[src/rtl/robot_nav_if.sv]
// Sensor pins and motor-drive outputs of the wall-following navigation controller.
// Defining ROBOT_ODOMETER_EN adds the 16-bit odometer to the bundle.
interface robot_nav_if;
  logic head;
  logic left;
  logic clear;
  logic front;
  logic rotate;
  logic rotate_left;
  logic stuck;
`ifdef ROBOT_ODOMETER_EN
  logic [15:0] odometer;

  modport master (output head, left, clear,
                  input  front, rotate, rotate_left, stuck, odometer);
  modport slave  (input  head, left, clear,
                  output front, rotate, rotate_left, stuck, odometer);
`else
  modport master (output head, left, clear,
                  input  front, rotate, rotate_left, stuck);
  modport slave  (input  head, left, clear,
                  output front, rotate, rotate_left, stuck);
`endif
endinterface

[src/rtl/robot_nav_fsm.sv]
// Wall-following robot controller: step-tick divider, sensor sync/debounce, timed turns, stuck detect.
// MEALY selects registered or head-gated outputs; define ROBOT_ODOMETER_EN to add the odometer.
module robot_nav_fsm #(
  parameter int unsigned CLK_DIV   = 1,
  parameter int unsigned DEBOUNCE  = 3,
  parameter int unsigned ROT_TICKS = 4,
  parameter int unsigned ADV_TICKS = 2,
  parameter int unsigned MAX_TURNS = 4,
  parameter int unsigned MEALY     = 0
) (
  input logic        clk,
  input logic        reset_n,
  robot_nav_if.slave nav
);
  localparam int unsigned DIV_W   = (CLK_DIV > 1) ? $clog2(CLK_DIV) : 1;
  localparam int unsigned TMR_MAX = (ROT_TICKS > ADV_TICKS) ? ROT_TICKS : ADV_TICKS;
  localparam int unsigned TMR_W   = (TMR_MAX > 1) ? $clog2(TMR_MAX) : 1;
  localparam int unsigned TC_W    = $clog2(MAX_TURNS + 1);

  localparam logic [2:0] SEARCH = 3'd0;
  localparam logic [2:0] FOLLOW = 3'd1;
  localparam logic [2:0] ADV    = 3'd2;
  localparam logic [2:0] TURN_L = 3'd3;
  localparam logic [2:0] TURN_R = 3'd4;
  localparam logic [2:0] STUCK  = 3'd5;

  logic [DIV_W-1:0] div_cnt;
  logic             tick;
  logic [1:0]       sync1, sync2, filt;
  logic             head_f, left_f;
  logic [2:0]       state, state_nx;
  logic [TMR_W-1:0] timer, timer_nx;
  logic [TC_W-1:0]  turn_cnt, turn_cnt_nx;
  logic             turn_r_req;
  logic             front_q, rotate_q, rotate_left_q, stuck_q;
  logic             head_gate;
  logic             front_o;

  // Step tick divider
  assign tick = (div_cnt == DIV_W'(CLK_DIV - 1));

  always_ff @(posedge clk) begin
    if (!reset_n)  div_cnt <= '0;
    else if (tick) div_cnt <= '0;
    else           div_cnt <= div_cnt + DIV_W'(1);
  end

  // Two-flop synchronisers; bit 0 = head, bit 1 = left
  always_ff @(posedge clk) begin
    if (!reset_n) begin
      sync1 <= '0;
      sync2 <= '0;
    end else begin
      sync1 <= {nav.left, nav.head};
      sync2 <= sync1;
    end
  end

  if (DEBOUNCE == 0) begin : g_bypass
    assign filt = sync2;
  end else begin : g_debounce
    localparam int unsigned DB_W = (DEBOUNCE > 1) ? $clog2(DEBOUNCE) : 1;
    for (genvar i = 0; i < 2; i++) begin : g_ch
      logic [DB_W-1:0] cnt;
      logic            q;
      // Flip only after DEBOUNCE consecutive differing samples
      always_ff @(posedge clk) begin
        if (!reset_n) begin
          cnt <= '0;
          q   <= 1'b0;
        end else if (sync2[i] == q) begin
          cnt <= '0;
        end else if (cnt == DB_W'(DEBOUNCE - 1)) begin
          cnt <= '0;
          q   <= sync2[i];
        end else begin
          cnt <= cnt + DB_W'(1);
        end
      end
      assign filt[i] = q;
    end
  end

  assign head_f = filt[0];
  assign left_f = filt[1];

  always_ff @(posedge clk) begin
    if (!reset_n) begin
      state    <= SEARCH;
      timer    <= '0;
      turn_cnt <= '0;
    end else begin
      state    <= state_nx;
      timer    <= timer_nx;
      turn_cnt <= turn_cnt_nx;
    end
  end

  // Next state, timers and turn counter; head_f takes priority over left_f
  always_comb begin
    state_nx    = state;
    timer_nx    = timer;
    turn_cnt_nx = turn_cnt;
    turn_r_req  = 1'b0;
    if (tick) begin
      case (state)
        SEARCH: begin
          if (head_f)      turn_r_req = 1'b1;
          else if (left_f) state_nx   = FOLLOW;
        end
        FOLLOW: begin
          if (head_f) begin
            turn_r_req = 1'b1;
          end else if (!left_f) begin
            state_nx = ADV;
            timer_nx = TMR_W'(ADV_TICKS - 1);
          end else begin
            turn_cnt_nx = '0;
          end
        end
        ADV: begin
          if (head_f) begin
            turn_r_req = 1'b1;
          end else if (timer == '0) begin
            state_nx = TURN_L;
            timer_nx = TMR_W'(ROT_TICKS - 1);
          end else begin
            timer_nx = timer - TMR_W'(1);
          end
        end
        TURN_L: begin
          if (timer == '0) state_nx = left_f ? FOLLOW : SEARCH;
          else             timer_nx = timer - TMR_W'(1);
        end
        TURN_R: begin
          if (timer != '0)  timer_nx   = timer - TMR_W'(1);
          else if (head_f)  turn_r_req = 1'b1;
          else              state_nx   = left_f ? FOLLOW : SEARCH;
        end
        STUCK: begin
          if (nav.clear) begin
            state_nx    = SEARCH;
            turn_cnt_nx = '0;
          end
        end
        default: state_nx = SEARCH;
      endcase
      // A right turn that would reach MAX_TURNS declares STUCK instead
      if (turn_r_req) begin
        if (turn_cnt >= TC_W'(MAX_TURNS - 1)) begin
          state_nx    = STUCK;
          turn_cnt_nx = TC_W'(MAX_TURNS);
        end else begin
          state_nx    = TURN_R;
          timer_nx    = TMR_W'(ROT_TICKS - 1);
          turn_cnt_nx = turn_cnt + TC_W'(1);
        end
      end
    end
  end

  // Outputs decoded from next state so they move together with the state
  always_ff @(posedge clk) begin
    if (!reset_n) begin
      front_q       <= 1'b0;
      rotate_q      <= 1'b0;
      rotate_left_q <= 1'b0;
      stuck_q       <= 1'b0;
    end else begin
      front_q       <= (state_nx == SEARCH) || (state_nx == FOLLOW) || (state_nx == ADV);
      rotate_q      <= (state_nx == TURN_R);
      rotate_left_q <= (state_nx == TURN_L);
      stuck_q       <= (state_nx == STUCK);
    end
  end

  if (MEALY != 0) begin : g_mealy
    assign head_gate = head_f && ((state == SEARCH) || (state == FOLLOW) || (state == ADV));
  end else begin : g_moore
    assign head_gate = 1'b0;
  end

  assign front_o         = front_q & ~head_gate;
  assign nav.front       = front_o;
  assign nav.rotate      = rotate_q | head_gate;
  assign nav.rotate_left = rotate_left_q;
  assign nav.stuck       = stuck_q;

`ifdef ROBOT_ODOMETER_EN
  logic [15:0] odo_q;

  // Forward-tick odometer, wraps naturally; only reset clears it
  always_ff @(posedge clk) begin
    if (!reset_n)             odo_q <= '0;
    else if (tick && front_o) odo_q <= odo_q + 16'd1;
  end

  assign nav.odometer = odo_q;
`endif
endmodule
[src/flat_wrapper.sv]
// flat-port wrapper written by rule: the top's interface ports become plain ports
module robot_nav_fsm_flat 
#(
  parameter int unsigned CLK_DIV   = 1,
  parameter int unsigned DEBOUNCE  = 3,
  parameter int unsigned ROT_TICKS = 4,
  parameter int unsigned ADV_TICKS = 2,
  parameter int unsigned MAX_TURNS = 4,
  parameter int unsigned MEALY     = 0
)
  (clk, reset_n, nav_head, nav_left, nav_clear, nav_front, nav_rotate, nav_rotate_left, nav_stuck);
  robot_nav_if nav_i ();
  input logic clk;
  input logic reset_n;
  input wire logic [$bits(nav_i.head)-1:0] nav_head;
  input wire logic [$bits(nav_i.left)-1:0] nav_left;
  input wire logic [$bits(nav_i.clear)-1:0] nav_clear;
  output wire logic [$bits(nav_i.front)-1:0] nav_front;
  output wire logic [$bits(nav_i.rotate)-1:0] nav_rotate;
  output wire logic [$bits(nav_i.rotate_left)-1:0] nav_rotate_left;
  output wire logic [$bits(nav_i.stuck)-1:0] nav_stuck;
  assign nav_i.head = nav_head;
  assign nav_i.left = nav_left;
  assign nav_i.clear = nav_clear;
  assign nav_front = nav_i.front;
  assign nav_rotate = nav_i.rotate;
  assign nav_rotate_left = nav_i.rotate_left;
  assign nav_stuck = nav_i.stuck;
  robot_nav_fsm #(.CLK_DIV(CLK_DIV), .DEBOUNCE(DEBOUNCE), .ROT_TICKS(ROT_TICKS), .ADV_TICKS(ADV_TICKS), .MAX_TURNS(MAX_TURNS), .MEALY(MEALY)) u_core (.clk(clk), .reset_n(reset_n), .nav(nav_i));
endmodule
[config.mk]
export PLATFORM = sky130hd
export DESIGN_NAME = robot_nav_fsm_flat
export DESIGN_NICKNAME = d
export VERILOG_FILES = /design/src/rtl/robot_nav_if.sv /design/src/rtl/robot_nav_fsm.sv /design/src/flat_wrapper.sv
export SDC_FILE = /design/constraint.sdc
export NUM_CORES = 1
export LEC_CHECK = 0
export CAP_MARGIN = 15
export CORE_ASPECT_RATIO = 1.2
export CORE_MARGIN = 2
export CORE_UTILIZATION = 40
export DETAILED_ROUTE_END_ITERATION = 7
export PLACE_DENSITY = 0.69
export SYNTH_ARGS = -nofsm -noshare
export SYNTH_HDL_FRONTEND = slang
export SYNTH_SLANG_ARGS = --single-unit
[constraint.sdc]
create_clock -name clk -period 2.5 [get_ports clk]
set_input_delay 0.375 -clock clk [delete_from_list [all_inputs] [get_ports clk]]
set_output_delay 0.375 -clock clk [all_outputs]
set_load 0.02 [all_outputs]
==> results of run 1 <==
-- critical path: stages, from the launching register on --
cell and delay, ns:
dfxtp_1 0.36, ha_1 0.21, ha_1 0.20, a211oi_1 0.37, o211ai_1 0.22, mux2i_1 0.23
a31oi_2 0.09, and3_1 0.20
-- cell usage after synthesis, types with 3 or more instances --
cell      number  share of area
dfxtp_1       23           0.38
nor2_1        15          0.046
a21oi_1       11          0.045
inv_1         10          0.031
ha_1           8          0.082
and2_1         6          0.031
o21ai_0        6          0.025
nand2_1        4          0.012
buf_2          3          0.012
mux2i_1        3          0.025
nand2b_1       3          0.015
nor3_1         3          0.012
nor3b_1        3          0.018
-- state kept, by name, indices dropped and copies added, names as in the netlist --
signal / flops
u_core.nav.stuck: 1
u_core.sync1: 2
u_core.g_debounce.g_ch.q: 2
u_core.state: 3
u_core.turn_cnt: 3
u_core.nav.front: 1
u_core.g_debounce.g_ch.cnt: 4
u_core.div_cnt: 1
u_core.timer: 2
u_core.nav.rotate: 1
u_core.nav.rotate_left: 1
u_core.sync2: 2
-- how the worst max path moves through the flow --
stage,startpoint,to,slack (ns),cells past startpoint
after detailed placement,u_core.turn_cnt[0]$_SDFFE_PN0P_,u_core.nav.rotate_left$_SDFF_PN0_,0.55,7
after CTS,u_core.turn_cnt[0]$_SDFFE_PN0P_,u_core.nav.rotate_left$_SDFF_PN0_,0.53,7
final,u_core.turn_cnt[0]$_SDFFE_PN0P_,u_core.nav.rotate_left$_SDFF_PN0_,0.53,7
after global routing,u_core.turn_cnt[0]$_SDFFE_PN0P_,u_core.nav.rotate_left$_SDFF_PN0_,0.35,7
after floorplan,u_core.turn_cnt[0]$_SDFFE_PN0P_,u_core.nav.rotate_left$_SDFF_PN0_,0.79,7
after global placement,nav_clear,u_core.nav.rotate$_SDFF_PN0_,0.59,6
-- metrics by stage --
stage / instance area, sq um / total power, uW
finish: 1340 / 650
detailed placement: 1320 / 485
floorplan: 1220 / 461
CTS: 1340 / 658
global placement: 1320 / 484
global route: 1340 / 687
-- placed cells by master, fill, tap and decap left out, drive strengths merged, types with 2 or more instances in the layout --
master,synthesis,layout
and4bb,3,3
a21oi,11,11
nand2b,3,3
nor2b,2,2
inv,11,11
nor3b,3,3
nand2,4,4
or3,2,2
o21ai,6,6
nor4,2,2
clkdlybuf4s50,0,8
ha,8,8
xnor2,2,2
o21a,2,2
dfxtp,23,23
and2,6,6
a22o,2,2
nor2,15,15
clkbuf,1,3
mux2i,3,3
a31oi,2,2
nor3,4,4
-- power groups by stage --
stage          Combinational, uW  Sequential (uW)  Clock, uW
4_1_cts                     84.7              393        181
3_5_place_dp                84.2              401          0
5_1_grt                     94.2              396        197
6_report                    84.7              393        172
2_1_floorplan               68.7              393          0
3_3_place_gp                84.2              400          0
-- per-layer routing --
metal	vias up	GRT usage	share of wire
met5	-	0	0
met2	20	0.235	0.45
li1	504	-	-
met4	0	0.0656	0.018
met3	5	0.0276	0.050
met1	466	0.206	0.48
-- cell type report --
cell class | instances | area [sq um] | area share
clock inverters | 1 | 5.00 | 0.00372
repair buffers | 9 | 87.6 | 0.0652
well taps | 34 | 42.5 | 0.0317
inverters | 11 | 41.3 | 0.0307
flip-flops and latches | 23 | 460 | 0.343
clock buffers | 3 | 22.5 | 0.0168
multi-input cells | 98 | 684 | 0.509
-- cells by family after synthesis --
logic type / Yosys count / share of synthesized area
compound gates: 36 / 0.208
fa+ha+maj: 8 / 0.0821
mux: 3 / 0.0246
flops: 23 / 0.377
other cells: 1 / 0.00307
buf+inv: 17 / 0.0615
simple gates: 48 / 0.229
xor+xnor: 2 / 0.0144
==> flow_summary.json, run 1 <==
{
  "outcome": "completed",
  "endpoint_kind_of_the_worst_setup_timing_path": "flip-flop",
  "postCtsSetupBuffers": 0,
  "vias": 995,
  "postCtsHoldBufs": 0,
  "timing.final.setup_violations": 0,
  "ctsLongestPathBuffers": 2,
  "core-area_sq_um": 2840,
  "fraction_of_synthesis_flops_using_an_asynchronous_set_or_reset_pin": 0,
  "port-buffer-count": 8,
  "tns_ns": 0,
  "leakagePower_uw": 0.000509,
  "cp.arrival_ns": 2.20,
  "ys_seq_elements": 23,
  "synth-seq-area-share": 0.377,
  "dieHeight_um": 64.5,
  "avgViaCountPerCell": 5.56,
  "dp_hpwl_um": 1760,
  "netlist_cell_types": 45,
  "synth_area_sq_um": 1220,
  "cts.sinks": 23,
  "first_global_vias": 921,
  "switching_share": 0.264,
  "finalWeightedCongestion": 0.908,
  "post_route_cells_drive_above_1_share": 0.0828,
  "reg2reg_depth": 7,
  "floorplan.initialDensity": 0.430,
  "htree_num_levels": 1,
  "synth-edff-count": 0,
  "clk_root_buffer_cell": "clkbuf_4",
  "stdcell_count": 179,
  "post_cts_repair_resize_count": 0,
  "clock_power_share": 0.265,
  "routed_wl_um": 2360,
  "num-fill-cells": 276,
  "postRouteAntennaNets": 0,
  "die_w_um": 54.4,
  "number_of_antenna_violations_at_the_first_check_in_global_routing": 0,
  "design.portCount": 9,
  "cp_max_fo": 5,
  "max_cap_viol_count": 0,
  "number_of_remaining_drc_errors": 0,
  "setup_skew_after_layout_ns": 0.00169,
  "cellInternalPower_uw": 478,
  "pwr-share-seq": 0.604,
  "global_route.overflow_total": 0,
  "slew_headroom": 0.596,
  "fin_worst_hold_slack_ns": 0.420,
  "place_inst": 175,
  "areaGrowthSynthToFinish_pct": 10.2,
  "detailedRoute.firstIterationViolations": 33,
  "type_of_origin_of_the_critical_path": "flip-flop",
  "hold_path.startpoint": "u_core.g_debounce.g_ch[1].cnt[0]$_SDFF_PP0_",
  "crit-reg2reg-launch": "u_core.turn_cnt[0]$_SDFFE_PN0P_",
  "power.share.combinational": 0.130,
  "syn_area_per_cell_sq_um": 8.84,
  "dieArea_sq_um": 3510,
  "critical_path_required_ns": 2.72,
  "final.min_clock_period_ns": 1.97,
  "grt_max_degree": 20,
  "clk_pin_slew_ns": 0.12,
  "max_clock_freq_mhz": 507,
  "floorplan.rows": 21,
  "preCtsSetupSlack_ns": 0.553,
  "postLayoutSetupSlackWorst_ns": 0.529,
  "netlist_instances": 138,
  "cts_buffers": 3,
  "final_min_period_over_clock_period": 0.789,
  "power_per_cell_area_nw_per_um2": 484,
  "drt_first_pass_iters": 4,
  "synth_nets": 151,
  "min_path_type": "reg -> reg",
  "num-nets-final": 159,
  "grt_pass1_wl_um": 3990,
  "critical_path.reg2reg.endpoint": "u_core.nav.rotate_left$_SDFF_PN0_",
  "n_antenna_cell": 0,
  "synth_ff_type": "dfxtp_1",
  "reg2reg_slack_ns": 0.53,
  "p_switching_uw": 172,
  "tightest_slew_ns": 0.605,
  "grt_setup_unrepaired": "false",
  "yosysWarnings": 0,
  "timing.setup.critical_path_class": "reg -> reg",
  "post_dr_wirelength_cell_um": 13.2,
  "peakVddDrop_mv": 0.204,
  "grt_util_all_layers": 0.153,
  "clock_insertion_delay_worst_skew_ns": 0.31,
  "final_hold_vio_count": 0,
  "min_path_cells": 1,
  "finalCoreUtilization": 0.474,
  "tritoncts": "built",
  "timing.hold.worst_endpoint": "u_core.g_debounce.g_ch[1].cnt[0]$_SDFF_PP0_",
  "final_slew_viol_count": 0
}
Power figures use the tool's default switching activity.
==> inputs of run 2 (changes only) <==
PLACE_DENSITY = 0.71   (was 0.69)
clock period = 1.7 ns   (was 2.5 ns; I/O delays follow)
==> flow_summary.json, run 2 (same netlist as run 1, synthesis figures left out) <==
{
  "final_slew_viol_count": 0,
  "tns_ns": -0.0325,
  "grt_pass1_wl_um": 4420,
  "layout.cell_area.non_filler_sq_um": 1550,
  "violations": "setup timing",
  "floorplan.rows": 21,
  "finalWeightedCongestion": 0.916,
  "drt_first_pass_iters": 4,
  "post_dr_wirelength_cell_um": 14.1,
  "floorplan.initialDensity": 0.430,
  "layout_commonest_cell": "buf_4",
  "layout_top_registers": "u_core.g_debounce.g_ch.cnt (4), u_core.state (3), u_core.turn_cnt (3)",
  "grt_util_all_layers": 0.170,
  "cts.sinks": 23,
  "setup_skew_after_layout_ns": 0.00279,
  "clk_root_buffer_cell": "clkbuf_4",
  "dp_hpwl_um": 1970,
  "n_antenna_cell": 0,
  "global_route.overflow_total": 0,
  "max_cap_viol_count": 0,
  "critical_path.reg2reg.endpoint": "u_core.nav.rotate_left$_SDFF_PN0_",
  "core-area_sq_um": 2840,
  "port-buffer-count": 8,
  "routed_wl_um": 2760,
  "critical_path_required_ns": 1.92,
  "clk_pin_slew_ns": 0.13,
  "placed_area_sq_um": 1420,
  "vias": 1076,
  "fin_worst_hold_slack_ns": 0.417,
  "commonest_non_fill_non_tap_cells_in_the_layout": "17 x buf_4, 16 x dfxtp_1, 15 x nor2_1",
  "reg2reg_slack_ns": -0.02,
  "number_of_antenna_violations_at_the_first_check_in_global_routing": 0,
  "tritoncts": "built",
  "dieArea_sq_um": 3510,
  "design.portCount": 9,
  "avgViaCountPerCell": 5.52,
  "die_w_um": 54.4,
  "clock_insertion_delay_worst_skew_ns": 0.31,
  "final.min_clock_period_ns": 1.72,
  "timing.setup.critical_path_class": "reg -> reg",
  "timing.hold.worst_endpoint": "u_core.g_debounce.g_ch[0].cnt[0]$_SDFF_PP0_",
  "post_route_cells_drive_above_1_share": 0.267,
  "peakVddDrop_mv": 0.340,
  "htree_num_levels": 1,
  "cts_buffers": 3,
  "timing.final.setup_violations": 2,
  "number_of_remaining_drc_errors": 0,
  "power_per_cell_area_nw_per_um2": 643,
  "final_min_period_over_clock_period": 1.01,
  "type_of_origin_of_the_critical_path": "flip-flop",
  "ctsLongestPathBuffers": 2,
  "cpMaxStageDelayCell": "dfxtp_2",
  "grt_max_degree": 15,
  "first_global_vias": 1074,
  "reg_with_most_ffs": "u_core.g_debounce.g_ch.cnt",
  "cp_max_fo": 5,
  "path_common_cell": "ha_4",
  "total_power_uw": 995,
  "cp.arrival_ns": 1.94,
  "min_path_type": "reg -> reg",
  "num-nets-final": 175,
  "final_hold_vio_count": 0,
  "postRouteAntennaNets": 0,
  "reg2reg_depth": 7,
  "outcome": "finished with violations",
  "dieHeight_um": 64.5,
  "grt_setup_unrepaired": "true",
  "min_path_cells": 1,
  "critical_path.cell_chain": "ha_4 > ha_4 > a211oi_4 > o211ai_1 > mux2i_1 > a31oi_4 > and3_1",
  "postLayoutSetupSlackWorst_ns": -0.0183,
  "max_clock_freq_mhz": 582,
  "detailedRoute.firstIterationViolations": 27,
  "hold_path.startpoint": "u_core.g_debounce.g_ch[0].cnt[0]$_SDFF_PP0_",
  "endpoint_kind_of_the_worst_setup_timing_path": "flip-flop",
  "largest_reg_flops": 4,
  "preCtsSetupSlack_ns": -0.0814,
  "leakagePower_uw": 0.000598,
  "crit-reg2reg-launch": "u_core.turn_cnt[1]$_SDFFE_PN0P_",
  "areaGrowthSynthToFinish_pct": 26.8,
  "critPathMaxStageDelay_ns": 0.36
}
run 2: cell types whose count changed in the layout (fill, tap and decap cells not counted), sizes merged:
cell / previous run / this run
buf: 1 / 17
run 2: area by class of cell:
type | instances | area [sq um]
clock buffers | 3 | 22.5
clock inverters | 1 | 5.00
fillers | 266 | 1290
inverters | 11 | 41.3
multi-input cells | 98 | 758
flip-flops and latches | 23 | 469
well taps | 34 | 42.5
repair buffers | 25 | 208
run 2: repair_timing:
item                                    in CTS  in global routing
cloned                                       0                  0
hold buffers                                 0                  0
setup buffers                                0                  3
gates resized for setup                      6                 16
pin swaps                                    4                  8
endpoints found under the setup margin       6                 11
endpoints found under the hold margin        0                  0
run 2: metrics by stage:
stage | instances | util
after global placement | 188 | 0.500
after CTS | 192 | 0.513
after detailed placement | 188 | 0.500
final | 195 | 0.545
after global routing | 195 | 0.545
after floorplan | 138 | -
run 2: worst max path at each step:
stage,cells past startpoint,from,endpoint
2_1_floorplan,7,u_core.turn_cnt[0]$_SDFFE_PN0P_,u_core.nav.rotate_left$_SDFF_PN0_
3_3_place_gp,6,nav_clear,u_core.nav.stuck$_SDFF_PN0_
3_5_place_dp,6,nav_clear,u_core.nav.rotate$_SDFF_PN0_
4_1_cts,7,u_core.timer[0]$_SDFFE_PN0N_,u_core.nav.rotate_left$_SDFF_PN0_
5_1_grt,7,u_core.turn_cnt[0]$_SDFFE_PN0P_,u_core.nav.rotate_left$_SDFF_PN0_
6_report,7,u_core.turn_cnt[1]$_SDFFE_PN0P_,u_core.nav.rotate_left$_SDFF_PN0_
run 2: power by group:
part,total [uW],internal (uW),switching (uW)
combinational,162,81.3,80.9
sequential,577,557,20.1
clock,256,88.0,168
total,995,726,269
run 2: layer usage:
metal | up-vias | share of wire | global-route usage | wire length [um]
li1 | 533 | - | - | -
met1 | 523 | 0.43 | 0.204 | 1190
met2 | 11 | 0.52 | 0.273 | 1430
met3 | 9 | 0.015 | 0.0323 | 42
met4 | 0 | 0.034 | 0.100 | 95
met5 | - | 0 | 0 | 0
run 2: critical path: cells and delay by family (launching register included):
family | cells | cell delay, ns
mux | 1 | 0.29
fa+ha+maj | 2 | 0.32
flops | 1 | 0.36
compound gates | 3 | 0.47
simple gates | 1 | 0.19
